[config.mk]
export PLATFORM = sky130hd
export DESIGN_NAME = load_store_unit
export DESIGN_NICKNAME = d
export VERILOG_FILES = /design/src/rtl/mem_pkg.sv /design/src/rtl/lsu_lane_align.sv /design/src/rtl/load_store_unit.sv
export SDC_FILE = /design/constraint.sdc
export NUM_CORES = 1
export LEC_CHECK = 0
export CAP_MARGIN = 0
export CORE_UTILIZATION = 40
export CTS_CLUSTER_SIZE = 25
export DETAILED_ROUTE_END_ITERATION = 10
export HOLD_SLACK_MARGIN = 0.15
export PLACE_DENSITY = 0.86
export SYNTH_ARGS = -nofsm -noshare
export SYNTH_HDL_FRONTEND = slang
export SYNTH_SLANG_ARGS = --single-unit
export TNS_END_PERCENT = 5
[constraint.sdc]
create_clock -name clk -period 2.7 [get_ports clk]
set_input_delay 0.675 -clock clk [delete_from_list [all_inputs] [get_ports clk]]
set_output_delay 0.675 -clock clk [all_outputs]
set_load 0.005 [all_outputs]
[src/rtl/mem_pkg.sv]
// Shared definitions for the load/store front end.
//   - size encodings for byte / half / word / reserved requests
//   - FSM state enum for load_store_unit
//   - misaligned(): flags a request that cannot be issued to memory
package mem_pkg;

    localparam logic [1:0] SZ_BYTE = 2'b00;
    localparam logic [1:0] SZ_HALF = 2'b01;
    localparam logic [1:0] SZ_WORD = 2'b10;
    localparam logic [1:0] SZ_RSVD = 2'b11;

    typedef enum logic [2:0] {
        IDLE = 3'd0,
        RD   = 3'd1,
        RESP = 3'd2,
        WR   = 3'd3,
        ERR  = 3'd4
    } lsu_state_t;

    // True when the byte offset is illegal for the access size, or the size
    // itself is the reserved encoding.
    function automatic logic misaligned(input logic [1:0] size, input logic [1:0] off);
        logic bad;
        case (size)
            SZ_BYTE: bad = 1'b0;
            SZ_HALF: bad = off[0];
            SZ_WORD: bad = (off != 2'b00);
            default: bad = 1'b1;
        endcase
        return bad;
    endfunction

endpackage

[src/rtl/lsu_lane_align.sv]
// Combinational lane logic for the load/store unit.
//   size        : access size (mem_pkg SZ_* encoding)
//   is_unsigned : loads only, 1 = zero-extend, 0 = sign-extend
//   off         : byte offset within the word (little-endian, lane 0 = bits 7:0)
//   rdata       : word read from memory
//   wdata       : right-aligned store data
//   load_data   : selected lane, extended to 32 bits
//   merge_data  : rdata with the addressed lane replaced by wdata (word size: wdata)
module lsu_lane_align
    import mem_pkg::*;
(
    input  logic [1:0]  size,
    input  logic        is_unsigned,
    input  logic [1:0]  off,
    input  logic [31:0] rdata,
    input  logic [31:0] wdata,
    output logic [31:0] load_data,
    output logic [31:0] merge_data
);

    logic [31:0] shifted;
    logic [7:0]  byte_v;
    logic [15:0] half_v;

    always_comb begin
        shifted = rdata >> {off, 3'b000};
        byte_v  = shifted[7:0];
        half_v  = off[1] ? rdata[31:16] : rdata[15:0];

        case (size)
            SZ_BYTE: load_data = {{24{~is_unsigned & byte_v[7]}}, byte_v};
            SZ_HALF: load_data = {{16{~is_unsigned & half_v[15]}}, half_v};
            default: load_data = rdata;
        endcase
    end

    always_comb begin
        merge_data = rdata;
        case (size)
            SZ_BYTE: merge_data[{off, 3'b000} +: 8]       = wdata[7:0];
            SZ_HALF: merge_data[{off[1], 4'b0000} +: 16]  = wdata[15:0];
            SZ_WORD: merge_data                            = wdata;
            default: merge_data                            = rdata;
        endcase
    end

endmodule

[src/rtl/load_store_unit.sv]
// Byte-addressed load/store front end for a word-addressed memory with a
// one-cycle synchronous read and no byte enables.
//   clk, rst      : clock (rising edge), asynchronous active-high reset
//   req_*         : request; accepted on an edge where req_valid && req_ready.
//                   req_ready is high only in IDLE; all fields are captured
//                   on accept and ignored afterwards.
//   resp_valid    : one-cycle completion pulse; resp_err / resp_rdata
//                   qualified by it (resp_rdata reads 0 outside RESP).
//   mem_*         : memory port; mem_rdata valid the cycle after mem_addr.
// Sequences: load IDLE-RD-RESP, word store IDLE-WR, sub-word store
// IDLE-RD-WR (read-modify-write), bad alignment/size IDLE-ERR.
module load_store_unit
    import mem_pkg::*;
#(
    parameter int ADDR_WIDTH = 11,
    parameter int DATA_WIDTH = 32
) (
    input  logic                  clk,
    input  logic                  rst,
    input  logic                  req_valid,
    output logic                  req_ready,
    input  logic                  req_we,
    input  logic [1:0]            req_size,
    input  logic                  req_unsigned,
    input  logic [31:0]           req_addr,
    input  logic [DATA_WIDTH-1:0] req_wdata,
    output logic                  resp_valid,
    output logic                  resp_err,
    output logic [DATA_WIDTH-1:0] resp_rdata,
    output logic                  mem_we,
    output logic [ADDR_WIDTH-1:0] mem_addr,
    output logic [DATA_WIDTH-1:0] mem_wdata,
    input  logic [DATA_WIDTH-1:0] mem_rdata
);

    lsu_state_t state, state_n;

    logic                  we_q;
    logic [1:0]            size_q;
    logic                  uns_q;
    logic [1:0]            off_q;
    logic [ADDR_WIDTH-1:0] waddr_q;
    logic [DATA_WIDTH-1:0] wdata_q;

    logic                  accept;
    logic                  bad_req;
    logic [DATA_WIDTH-1:0] load_data;
    logic [DATA_WIDTH-1:0] merge_data;

    // High address bits are intentionally dropped: addresses wrap.
    logic unused_addr_hi;
    assign unused_addr_hi = ^req_addr[31:ADDR_WIDTH+2];

    assign accept  = req_valid && (state == IDLE);
    assign bad_req = misaligned(req_size, req_addr[1:0]);

    always_ff @(posedge clk or posedge rst) begin
        if (rst) begin
            state <= IDLE;
        end else begin
            state <= state_n;
        end
    end

    always_ff @(posedge clk or posedge rst) begin
        if (rst) begin
            we_q    <= 1'b0;
            size_q  <= SZ_BYTE;
            uns_q   <= 1'b0;
            off_q   <= 2'b00;
            waddr_q <= '0;
            wdata_q <= '0;
        end else if (accept) begin
            we_q    <= req_we;
            size_q  <= req_size;
            uns_q   <= req_unsigned;
            off_q   <= req_addr[1:0];
            wdata_q <= req_wdata;
            // Rejected requests never touch memory, so leave the address alone.
            if (!bad_req) begin
                waddr_q <= req_addr[ADDR_WIDTH+1:2];
            end
        end
    end

    always_comb begin
        state_n = state;
        case (state)
            IDLE: begin
                if (req_valid) begin
                    if (bad_req) begin
                        state_n = ERR;
                    end else if (req_we && (req_size == SZ_WORD)) begin
                        state_n = WR;
                    end else begin
                        state_n = RD;
                    end
                end
            end
            RD:      state_n = we_q ? WR : RESP;
            RESP:    state_n = IDLE;
            WR:      state_n = IDLE;
            ERR:     state_n = IDLE;
            default: state_n = IDLE;
        endcase
    end

    lsu_lane_align u_align (
        .size        (size_q),
        .is_unsigned (uns_q),
        .off         (off_q),
        .rdata       (mem_rdata),
        .wdata       (wdata_q),
        .load_data   (load_data),
        .merge_data  (merge_data)
    );

    // Outputs are decoded from state so reset clears them asynchronously;
    // in particular mem_we cannot survive a reset in mid-RMW.
    always_comb begin
        req_ready  = (state == IDLE);
        resp_valid = (state == RESP) || (state == WR) || (state == ERR);
        resp_err   = (state == ERR);
        resp_rdata = (state == RESP) ? load_data : '0;
        mem_we     = (state == WR);
        mem_addr   = waddr_q;
        mem_wdata  = (state == WR) ? merge_data : '0;
    end

endmodule

# Word-level counts from Yosys, hierarchy flattened
# Cells that the tools add are included.
# classes
add_sub_neg	2
muxes	13
n_eq_ne	9
n_bitwise	4
reduce_logical	9
n_shift	5
# op_table
cell	count
$pmux W32 S3	1
$bwmux W32	2
$mux W32	2
$pmux W32 S2	1
$shift A16 B7 Y32 const A	1
$shift A8 B7 Y32 const A	1
$shiftx A16 B7 Y32	1
$shiftx A8 B7 Y32	1
$shr A32 B5 Y8	1
$mux W16	1
$neg A5 Y7	2
$eq A3 B2 Y1 const B	2
$mux W3	2
$pmux W3 S2	1
$eq A2 B1 Y1 const B	2
$eq A2 B2 Y1 const B	2
$logic_not A2 Y1	2
$eq A3 B1 Y1 const B	1
$eq A3 B3 Y1 const B	1
$logic_not A3 Y1	1
$pmux W1 S3	1
$and A1 B1 Y1	2
$logic_and A1 B1 Y1	2
$logic_or A1 B1 Y1	2
6 further kinds	7
# word_totals
out_inout_bits	79
register_bits	52
wordCells	49
inputBits	103

# Longest topological paths before layout
# depth
depth_word	6
mapped_depth	7
depth_no_buf	6

# Modules after synthesis
# Synthesis repeated with hierarchy kept, for this count alone.
# hier_totals
hier_cells	460
hier_area_um2	4350.4
# modules_own_cells
mod	cells_per_inst	area_each_um2	seq_area_each_um2	instances
load_store_unit	198	2482.4	1301.2	1
lsu_lane_align	262	1868.0	0.0	1

# Least setup slack after synthesis
# Ideal clock, no wire load.
# synth_path
path_kind	flip-flop to output port
start	register off_q[0]
end	output port mem_wdata[30]
stages_incl_launch_ff	7
n_path_buf	1
t_required_ps	2025
slack_ps	169
t_arrival_ps	1856
path_cell_list	dfrtp_1 -> buf_4 -> inv_1 -> ha_1 -> nand2b_1 -> nor4_2 -> a221o_1
# synth_between
elab_chain_cells	5
elab_cells_between_ends	6
classes_between	add/sub: 1; shift: 2; mux: 3
# synth_lines
item	line	rtl
from (decl)	load_store_unit.sv:41	logic [1:0] off_q;
from (signal assigned)	load_store_unit.sv:77	off_q <= req_addr[1:0];
$neg A5 Y7 *	lsu_lane_align.sv:40	SZ_BYTE: merge_data[{off, 3'b000} +: 8] = wdata[7:0];
$shiftx A8 B7 Y32 / $shift A8 B7 Y32 (equally long branches)	lsu_lane_align.sv:40	
$bwmux W32 *	lsu_lane_align.sv:40	
$pmux W32 S3 *	lsu_lane_align.sv:39	case (size)
$mux W32 *	load_store_unit.sv:127	mem_wdata = (state == WR) ? merge_data : '0;
to (decl)	load_store_unit.sv:32	output logic [DATA_WIDTH-1:0] mem_wdata,
# Every way passes the cells marked *; elsewhere a longest branch is shown, timed or not.

# Worst setup path in the final report
# layout_path
start	register off_q[0]
end	output port mem_wdata[11]
# The elaborated chain is that of the path after synthesis.

==> run metrics <==
post-synthesis register bit count=52; row count=34; Crit. End Element=output port; Layout area overhead=67.5%; Max Clock Skew=7.55 ps; wire length per cell=19.7 µm; initial antenna violation count=0; starting DRC count in detailed routing=458; post-synthesis cell area=3610 µm²; drt drc=0; antenna violation net count after detailed routing=0; Tot GR Track Use=0.286; share of the synthesized area in the top cell type=0.361; DPL Wire Length=10300 µm; Max clock buf depth=2; setup violators final=49; core area=8720 µm²; final worst slack=-284 ps; vias in the first global route=4127; reg2reg start=state[2]; Max Freq=335 MHz; Initial Utilization=0.414; Arr. time, crit path=2310 ps; Post-synth top flop=dfrtp_1; synth warn=0; EDFF count, synth=0; critical-path maximum fanout=7; Distinct cells, synth=43; Remaining Overflow, GRT=0; power density cells=870 nW/µm²; MaxCap Viol Count=0; failing checks=negative setup slack; Die Area=9400 µm²; final std cells w/o fill=698; dominant cell type by area after synthesis=dfrtp_1; origin of the worst setup path=off_q[0]; status=finished with violations; WL final=13700 µm; io pins=182; post-synthesis average cell area=10.0 µm²; layout cell share with drive strength beyond 1=0.398; clk sink count=52; Max-slew headroom=0.566; maximum vdd drop=0.000476 V; Inserted Clock Buffers=5; drt via density=5.85; final instance area=6040 µm²; PortBufs=162; Die Ht=97.0 µm; largest net degree at the start of global routing=53; Slew Limit Fails=0; Startpoint Class=register; CP required=2030 ps; ANT cells=0; clk slew on worst S/H paths=90 ps; ys async rst share=1.00; First-pass DRT Iterations=5; H-tree depth reported by CTS=2; commonest non-fill, non-tap cell in the layout=clkdlybuf4s50_1; Chip Width=97.0 µm; Hold Slack=513 ps; critical path class=register to output port; dpl cell area=5730 µm²; Mapped Cells=360; worst hold start=mem_addr[4]; most frequent cells in the layout=82 x clkdlybuf4s50_1, 68 x buf_4, 54 x mux2_2; Leakage=2.85 nW; Seq/Total Area, Yosys=0.361; first-pass GRT wire length=21500 µm; syn_nets=468; clk root buf=clkbuf_8; GPL Wtd Cong=1.02; post-route minimum period=2980 ps; placed cell count=667; Hold Crit Class=register to register; Reg2Reg Setup Slack=900 ps; clk_lat worst skew=300 ps; Final period util=1.11; Layout Nets=697; final-report hold violation count=0; RSZ-0062 raised after global routing=yes; routed via count=4084; CTS tree=yes; worst slew pin tran=651 ps; Hold Buf Count CTS=0; ranking of synthesized cells by area=dfrtp_1 36%, mux2_2 17%, a22oi_1 6.5%
worst max-delay path, cell delays in order, from the launching register on:
cell             delay (ps)
dfrtp_2                 490
ha_2                    210
or3_1                   320
a21oi_2                 180
buf_6                   140
a22oi_1                  80
nand2_1                  70
clkdlybuf4s50_1         500
worst paths after layout:
kind                                 endpoint  cells past startpoint
worst max-delay path            mem_wdata[11]                      7
worst min-delay path              mem_addr[4]                      1
worst max register to register    mem_addr[2]                      4
worst min register to register    mem_addr[4]                      1
max in group asynchronous           size_q[0]                      3
min in group asynchronous         wdata_q[22]                      3
cell type report:
cell class,instances,area [µm²]
Clock buffer,7,96.3
Clock inverter,1,30.0
Fill cell,652,2680
Inverter,7,32.5
Multi-Input combinational cell,277,2280
Sequential cell,52,1300
Tap cell,108,135
Timing Repair Buffer,246,2160
metal layers:
metal,part of all wire,GRT usage
met2,0.49,0.477
met3,0.091,0.0434
met4,0.043,0.140
met1,0.38,0.363
met5,0,0
sequential cells by signal (all words and copies together) (netlist names):
signal,cells
mem_addr,11
off_q,2
size_q,2
state,3
uns_q,1
wdata_q,32
we_q,1
per-stage QoR:
step           setup WS [ps]  utilization  power [W]  setup TNS, ps
2_1_floorplan            169            -    0.00314              0
3_3_place_gp            -712        0.657    0.00434         -22970
3_5_place_dp            -811        0.657    0.00447         -24840
4_1_cts                 -312        0.684    0.00513          -7690
5_1_grt                 -391        0.693    0.00557         -13430
6_report                -284        0.693    0.00526          -7810
cell families after synthesis:
group | share of synthesized area
AOI/OAI and AO/OA | 0.224
buffers and inverters | 0.0402
muxes | 0.241
and+or+nand+nor | 0.117
adders and majority gates | 0.0173
DFF | 0.361
power by group:
group | internal, W | leakage (nW) | total, W | switching [W]
sequential | 0.00117 | 0.613 | 0.00160 | 0.000427
combinational | 0.00169 | 2.17 | 0.00309 | 0.00140
clock | 0.000327 | 0.0645 | 0.000571 | 0.000244
synth_stat cells (2+ instances only):
master / instances
nor3_1: 13
buf_4: 2
buf_2: 11
or3_1: 4
o22ai_1: 8
a22oi_1: 31
a22o_1: 8
nor2_1: 21
or2_2: 2
nand2b_1: 4
ha_1: 5
a21oi_1: 23
buf_1: 2
o21ai_0: 15
mux4_2: 7
mux2i_1: 9
inv_1: 6
clkbuf_1: 8
o2bb2ai_1: 7
a21o_1: 18
nor2b_1: 3
dfrtp_1: 52
mux2_2: 54
nor4_2: 2
nand2_1: 27
repair_timing:
item | CTS | global route
buffers inserted | 14 | 8
endpoints found under the hold margin | 0 | 0
pin swaps | 12 | 6
endpoints found under the setup margin | 64 | 64
resized for setup | 202 | 39
cloned | 1 | 0
(Power assumes the default switching activity.)
